**src/rtl/score_history_if.sv**
```systemverilog
// Bundles the score history control inputs and display/status outputs.
// The master side drives the write, replay and clear requests; the slave side is the history block.
interface score_history_if #(
  parameter int SCORE_W = 10
);
  logic               wr_en;
  logic [SCORE_W-1:0] wr_score;
  logic [SCORE_W-1:0] live_score;
  logic               replay;
  logic               clear;
  logic [SCORE_W-1:0] disp_score;
  logic [3:0]         disp_idx;
  logic               replaying;
  logic [4:0]         count;
  logic               full;
  logic [SCORE_W-1:0] best_score;
  logic [3:0]         best_idx;

  modport master (
    output wr_en, wr_score, live_score, replay, clear,
    input  disp_score, disp_idx, replaying, count, full, best_score, best_idx
  );

  modport slave (
    input  wr_en, wr_score, live_score, replay, clear,
    output disp_score, disp_idx, replaying, count, full, best_score, best_idx
  );
endinterface

```
**src/rtl/score_history.sv**
```systemverilog
// Ring buffer of the last NUM_ROUNDS round scores with best-score tracking
// and a timed replay that steps through the stored rounds oldest first.
module score_history #(
  parameter int NUM_ROUNDS = 4,
  parameter int SCORE_W    = 10,
  parameter int DWELL      = 3
) (
  input  logic            clk,
  input  logic            reset_n,
  score_history_if.slave  bus
);

  localparam int PTR_W = (NUM_ROUNDS > 1) ? $clog2(NUM_ROUNDS) : 1;
  localparam logic [PTR_W-1:0] PTR_LAST = PTR_W'(NUM_ROUNDS - 1);
  localparam logic [4:0]       CNT_MAX  = 5'(NUM_ROUNDS);
  localparam logic [15:0]      DC_LAST  = 16'(DWELL - 1);

  typedef enum logic {
    IDLE,
    REPLAY
  } state_t;

  state_t             state_q, state_d;
  logic [PTR_W-1:0]   wp_q, wp_d;
  logic [PTR_W-1:0]   op_q, op_d;
  logic [PTR_W-1:0]   ro_q, ro_d;
  logic [15:0]        dc_q, dc_d;
  logic [4:0]         cnt_q, cnt_d;
  logic [3:0]         rnd_q, rnd_d;
  logic [SCORE_W-1:0] best_q, best_d;
  logic [3:0]         best_idx_q, best_idx_d;
  logic [SCORE_W-1:0] disp_q, disp_d;
  logic [3:0]         disp_idx_q, disp_idx_d;

  logic [SCORE_W-1:0] mem_q [NUM_ROUNDS];

  logic               wr_fire;
  logic               is_full;
  logic [PTR_W:0]     rd_sum;
  logic [PTR_W-1:0]   rd_idx;

  function automatic logic [PTR_W-1:0] inc_ptr(input logic [PTR_W-1:0] p);
    return (p == PTR_LAST) ? '0 : p + PTR_W'(1);
  endfunction

  assign wr_fire = bus.wr_en && !bus.clear;
  assign is_full = (cnt_q == CNT_MAX);

  always_comb begin
    wp_d       = wp_q;
    op_d       = op_q;
    cnt_d      = cnt_q;
    rnd_d      = rnd_q;
    best_d     = best_q;
    best_idx_d = best_idx_q;

    if (bus.clear) begin
      wp_d       = '0;
      op_d       = '0;
      cnt_d      = '0;
      rnd_d      = '0;
      best_d     = '0;
      best_idx_d = '0;
    end else if (bus.wr_en) begin
      wp_d  = inc_ptr(wp_q);
      rnd_d = rnd_q + 4'd1;
      if (is_full) begin
        op_d = inc_ptr(op_q);
      end else begin
        cnt_d = cnt_q + 5'd1;
      end
      // An empty history means this is the first write since clear/reset.
      if ((cnt_q == 5'd0) || (bus.wr_score > best_q)) begin
        best_d     = bus.wr_score;
        best_idx_d = rnd_q;
      end
    end
  end

  always_comb begin
    state_d = state_q;
    ro_d    = ro_q;
    dc_d    = dc_q;

    case (state_q)
      IDLE: begin
        ro_d = '0;
        dc_d = '0;
        if (!bus.clear && bus.replay && (cnt_q != 5'd0)) begin
          state_d = REPLAY;
        end
      end
      REPLAY: begin
        if (bus.clear || !bus.replay) begin
          state_d = IDLE;
          ro_d    = '0;
          dc_d    = '0;
        end else if (dc_q == DC_LAST) begin
          dc_d = '0;
          ro_d = ((5'(ro_q) + 5'd1) == cnt_q) ? '0 : ro_q + PTR_W'(1);
        end else begin
          dc_d = dc_q + 16'd1;
        end
      end
      default: begin
        state_d = IDLE;
        ro_d    = '0;
        dc_d    = '0;
      end
    endcase
  end

  // The display follows the next-cycle state, so a same-cycle write to the
  // read slot is forwarded instead of showing the stale memory word.
  always_comb begin
    rd_sum = {1'b0, op_d} + {1'b0, ro_d};
    if (rd_sum >= (PTR_W + 1)'(NUM_ROUNDS)) begin
      rd_sum = rd_sum - (PTR_W + 1)'(NUM_ROUNDS);
    end
    rd_idx = rd_sum[PTR_W-1:0];

    disp_d     = bus.live_score;
    disp_idx_d = 4'd0;
    if (state_d == REPLAY) begin
      disp_idx_d = 4'(ro_d);
      if (wr_fire && (rd_idx == wp_q)) begin
        disp_d = bus.wr_score;
      end else begin
        disp_d = mem_q[rd_idx];
      end
    end
  end

  always_ff @(posedge clk or negedge reset_n) begin
    if (!reset_n) begin
      state_q    <= IDLE;
      wp_q       <= '0;
      op_q       <= '0;
      ro_q       <= '0;
      dc_q       <= '0;
      cnt_q      <= '0;
      rnd_q      <= '0;
      best_q     <= '0;
      best_idx_q <= '0;
      disp_q     <= '0;
      disp_idx_q <= '0;
    end else begin
      state_q    <= state_d;
      wp_q       <= wp_d;
      op_q       <= op_d;
      ro_q       <= ro_d;
      dc_q       <= dc_d;
      cnt_q      <= cnt_d;
      rnd_q      <= rnd_d;
      best_q     <= best_d;
      best_idx_q <= best_idx_d;
      disp_q     <= disp_d;
      disp_idx_q <= disp_idx_d;
    end
  end

  // Storage needs no reset: slots at or beyond count are never read.
  always_ff @(posedge clk) begin
    if (reset_n && wr_fire) begin
      mem_q[wp_q] <= bus.wr_score;
    end
  end

  assign bus.disp_score = disp_q;
  assign bus.disp_idx   = disp_idx_q;
  assign bus.replaying  = (state_q == REPLAY);
  assign bus.count      = cnt_q;
  assign bus.full       = is_full;
  assign bus.best_score = best_q;
  assign bus.best_idx   = best_idx_q;

endmodule

```
**src/flat_wrapper.sv**
```systemverilog
// flat-port wrapper written by rule: the top's interface ports become plain ports
module score_history_flat 
#(
  parameter int NUM_ROUNDS = 4,
  parameter int SCORE_W    = 10,
  parameter int DWELL      = 3
)
  (clk, reset_n, bus_wr_en, bus_wr_score, bus_live_score, bus_replay, bus_clear, bus_disp_score, bus_disp_idx, bus_replaying, bus_count, bus_full, bus_best_score, bus_best_idx);
  score_history_if #(.SCORE_W(SCORE_W)) bus_i ();
  input  logic clk;
  input  logic reset_n;
  input wire logic [$bits(bus_i.wr_en)-1:0] bus_wr_en;
  input wire logic [$bits(bus_i.wr_score)-1:0] bus_wr_score;
  input wire logic [$bits(bus_i.live_score)-1:0] bus_live_score;
  input wire logic [$bits(bus_i.replay)-1:0] bus_replay;
  input wire logic [$bits(bus_i.clear)-1:0] bus_clear;
  output wire logic [$bits(bus_i.disp_score)-1:0] bus_disp_score;
  output wire logic [$bits(bus_i.disp_idx)-1:0] bus_disp_idx;
  output wire logic [$bits(bus_i.replaying)-1:0] bus_replaying;
  output wire logic [$bits(bus_i.count)-1:0] bus_count;
  output wire logic [$bits(bus_i.full)-1:0] bus_full;
  output wire logic [$bits(bus_i.best_score)-1:0] bus_best_score;
  output wire logic [$bits(bus_i.best_idx)-1:0] bus_best_idx;
  assign bus_i.wr_en = bus_wr_en;
  assign bus_i.wr_score = bus_wr_score;
  assign bus_i.live_score = bus_live_score;
  assign bus_i.replay = bus_replay;
  assign bus_i.clear = bus_clear;
  assign bus_disp_score = bus_i.disp_score;
  assign bus_disp_idx = bus_i.disp_idx;
  assign bus_replaying = bus_i.replaying;
  assign bus_count = bus_i.count;
  assign bus_full = bus_i.full;
  assign bus_best_score = bus_i.best_score;
  assign bus_best_idx = bus_i.best_idx;
  score_history #(.NUM_ROUNDS(NUM_ROUNDS), .SCORE_W(SCORE_W), .DWELL(DWELL)) u_core (.clk(clk), .reset_n(reset_n), .bus(bus_i));
endmodule
```
**config.mk**
```make
export PLATFORM = sky130hd
export DESIGN_NAME = score_history_flat
export DESIGN_NICKNAME = d
export VERILOG_FILES = /design/src/rtl/score_history_if.sv /design/src/rtl/score_history.sv /design/src/flat_wrapper.sv
export SDC_FILE = /design/constraint.sdc
export NUM_CORES = 1
export LEC_CHECK = 0
export BUFFER_PORTS_ARGS = -buffer_cell sky130_fd_sc_hd__clkbuf_2
export CAP_MARGIN = 10
export CORE_MARGIN = 2
export CORE_UTILIZATION = 57
export CTS_CLUSTER_DIAMETER = 60
export DETAILED_ROUTE_END_ITERATION = 6
export HOLD_SLACK_MARGIN = 0.03
export PLACE_DENSITY = 0.79
export REMOVE_ABC_BUFFERS = 1
export SLEW_MARGIN = 5
export SYNTH_ARGS = -nofsm -noshare
export SYNTH_HDL_FRONTEND = slang
export SYNTH_SLANG_ARGS = --single-unit
```
**constraint.sdc**
```tcl
create_clock -name clk -period 4.5 [get_ports clk]
set_clock_uncertainty 0.15 [all_clocks]
set_input_delay 0.225 -clock clk [delete_from_list [all_inputs] [get_ports clk]]
set_output_delay 0.225 -clock clk [all_outputs]
set_load 0.1 [all_outputs]
```
==> results.yml <==
sta:
  rsz0062_at_grt: "no"
  worst_pin_slew_ns: 1.14
  fin_crit_sh_pct: 86.3
  finalHoldViolations: 0
  max_freq_mhz: 257
  relSlewSlack_pct: 23.9
  setup_violations: 0
  final.setup.worst_slack_ns: 0.615
  post-route-min-period_ns: 3.88
  tns_ns: 0
  slew_violations: 0
route:
  antenna_left: 0
  wl_per_cell_um: 17.4
  via_count: 2929
  drc: 0
  detail_route.wirelength_um: 9020
  first_pass_iters: 4
  via_per_inst: 5.67
  first_iter_violations: 161
synthesis:
  synth_compound_area_share_pct: 9.38
  syn_inst: 338
  synth_mux_area_share_pct: 6.06
  ys_ff_latch: 98
  async_reset_ff_share_pct: 59.2
  ys_types: 39
  syn_area_per_cell_um2: 13.3
  syn-cell-area_um2: 4480
  yosysWarnings: 0
  synth_top_family_by_area: "simple AND/OR/NAND/NOR gates"
  yosys.area_share.xor_xnor_pct: 4.80
  yosysSeqAreaShare_pct: 59.2
  synth_edf_count: 40
  synth_fa_ha_area_share_pct: 6.14
  yosys.area_share.simple_pct: 11.4
  synth_flop_cell: "dfrtp_1"
worst_setup_path:
  cp.arrival_ns: 4.02
  startpoint_type: "flip-flop"
  path_class: "flip-flop to flip-flop"
  cp_slowest_cell: "nor2_1"
  cp.required_ns: 4.63
  cp_top_family: "simple AND/OR/NAND/NOR gates"
  crit_top_cell: "ha_1"
  slowest_delay_ns: 0.49
  path_cells: "inv_1 -> ha_1 -> nor4b_2 -> nand4_1 -> a41o_1 -> o21ai_0 -> and2_1 -> ha_1 -> xor2_1 -> or3_1 -> nor2_1 -> a221o_1"
  cp-end-kind: "flip-flop"
  worstPathBufferInverterCount: 1
  path_max_fanout: 11
power_and_ir_drop:
  power.leakage_nw: 2.25
  vdd_drop_max_mv: 0.208
  cellPowerDensity_nw_per_um2: 365
clock_tree:
  tritoncts: "done"
  post_cts_buffers: 0
  clk_path_buf_depth: 2
  cts_sinks: 98
  root_buffer: "clkbuf_8"
  htree_levels: 3
  cts_resized: 0
  clk_latency_ns: 0.35
  clk_pin_slew_worst_paths_ns: 0.09
  cts_buffers: 9
placement:
  dp_slack_ns: 0.677
  portBuffers: 57
  dp_hpwl_um: 6140
  place_inst: 489
  gp_congestion: 0.753
finish:
  drive_gt1_share_pct: 20.3
  final_core_util_pct: 67.5
  final_cell_mix: "58 x dfrtp_1, 57 x clkbuf_2, 40 x edfxtp_1, 28 x nor2_1, 22 x ha_1"
  layout.nets: 456
  final_common_cell: "dfrtp_1"
  syn2layout_area_growth_pct: 15.8
  fin_cells: 517
grt:
  grt_pass1_wl_um: 14400
  track_usage_pct: 22.3
  grt_max_degree: 49
  grt-ovfl-total: 0
  grt_pass1_vias: 2867
  antenna_found_initial: 0
die:
  rows: 32
  die_w_um: 92.7
  core_area_um2: 7690
  dieArea_um2: 8590
  die_y_um: 92.7
  start_util_pct: 58.3
  io_pins: 60
flow_run:
  drv_cap: 0
status:
  outcome: "finished clean"
min_path:
  hp-class: "primary input to flip-flop"
==> synthesized netlist by cell type (7+ instances only) <==
master	instances	area, um^2
nand4_1	8	50.1
a21oi_1	13	65.1
o21ai_0	11	55.1
edfxtp_1	40	1200
nor2_1	28	105
a221o_1	10	100
nand2_1	14	52.6
ha_1	22	275
xnor2_1	9	78.8
dfrtp_1	58	1450
a22o_1	14	123
and2_1	12	75.1
mux4_1	7	184
clkbuf_1	9	33.8
inv_1	19	71.3
xor2_1	13	114
and3_1	9	56.3
==> final timing paths <==
kind	startpoint	end	slack, ns	cells past startpoint
setup / recovery	u_core.dc_q[0]$_DFF_PN0_	u_core.bus.disp_score[6]$_DFF_PN0_	0.62	12
hold / removal	bus_live_score[3]	u_core.bus.disp_score[3]$_DFF_PN0_	0.04	3
setup reg to reg	u_core.dc_q[0]$_DFF_PN0_	u_core.bus.disp_score[6]$_DFF_PN0_	0.62	12
hold reg to reg	u_core.bus.best_idx[2]$_DFFE_PN0P_	u_core.bus.best_idx[2]$_DFFE_PN0P_	0.36	1
max in group asynchronous	reset_n	u_core.dc_q[14]$_DFF_PN0_	3.04	3
min in group asynchronous	reset_n	u_core.bus.best_score[6]$_DFFE_PN0P_	0.22	2
==> power by group <==
| part | internal [mW] | switching [mW] |
|---|---|---|
| clock network | 0.314 | 0.295 |
| registers | 0.958 | 0.0189 |
| logic | 0.0709 | 0.237 |
| total | 1.34 | 0.551 |
==> cells by family (layout without fill, tap and decap cells) <==
| kind of cell | count (synthesis) | count (layout) |
|---|---|---|
| xor gates and xnor gates | 23 | 23 |
| adders and majority gates | 22 | 22 |
| other | 1 | 3 |
| AOI/OAI and AO/OA | 56 | 56 |
| and+or+nand+nor | 95 | 95 |
| muxes | 12 | 12 |
| DFF | 98 | 98 |
| buffers and inverters | 31 | 106 |
==> per-layer routing <==
layer	routed length [um]	track usage, %	vias to the layer above	share of wire (%)
li1	-	-	1380	-
met1	3990	31.2	1449	44
met2	4380	35.8	89	49
met3	488	3.91	11	5.4
met4	163	7.35	0	1.8
met5	0	0	-	0
==> sequential cells by signal, summed over array words and instances (netlist names) <==
register and flops:
u_core.bus.count 5, u_core.bus.best_idx 4, u_core.mem_q 40, u_core.rnd_q 4
u_core.bus.best_score 10, u_core.bus.replaying 1, u_core.bus.disp_score 10, u_core.bus.disp_idx 2
u_core.ro_q 2, u_core.wp_q 2, u_core.op_q 2, u_core.dc_q 16
==> tightest hold or removal path, delay by kind of cell <==
family	cells	cell delay [ns]
AND/OR/NAND/NOR	1	0.11
AO/OA/AOI/OAI	1	0.09
buffers and inverters	1	0.08
==> stage by stage <==
stage / area [um^2] / total power, mW / hold WS (ns)
floorplan: 4430 / 1.21 / -0.221
global placement: 4860 / 1.29 / -0.0214
detailed placement: 4860 / 1.29 / -0.0102
CTS: 5190 / 1.90 / 0.0346
global route: 5190 / 1.96 / 0.0453
finish: 5190 / 1.89 / 0.0436
==> timing repair <==
item / 4_1_cts / 5_1_grt
setup endpoints to repair: 0 / 0
hold endpoints to repair: 36 / 0
hold buffers: 11 / 0
==> final cells by class <==
| class | instances | area, um^2 |
|---|---|---|
| antenna | 1 | 2.50 |
| clock buffer | 10 | 128 |
| clock inverter | 6 | 88.8 |
| fill | 569 | 2500 |
| inverter | 19 | 71.3 |
| multi-input combinational | 210 | 1700 |
| sequential | 98 | 2650 |
| tap | 102 | 128 |
| timing repair buffer | 71 | 418 |
No activity file was read; power rests on OpenSTA's default activity.
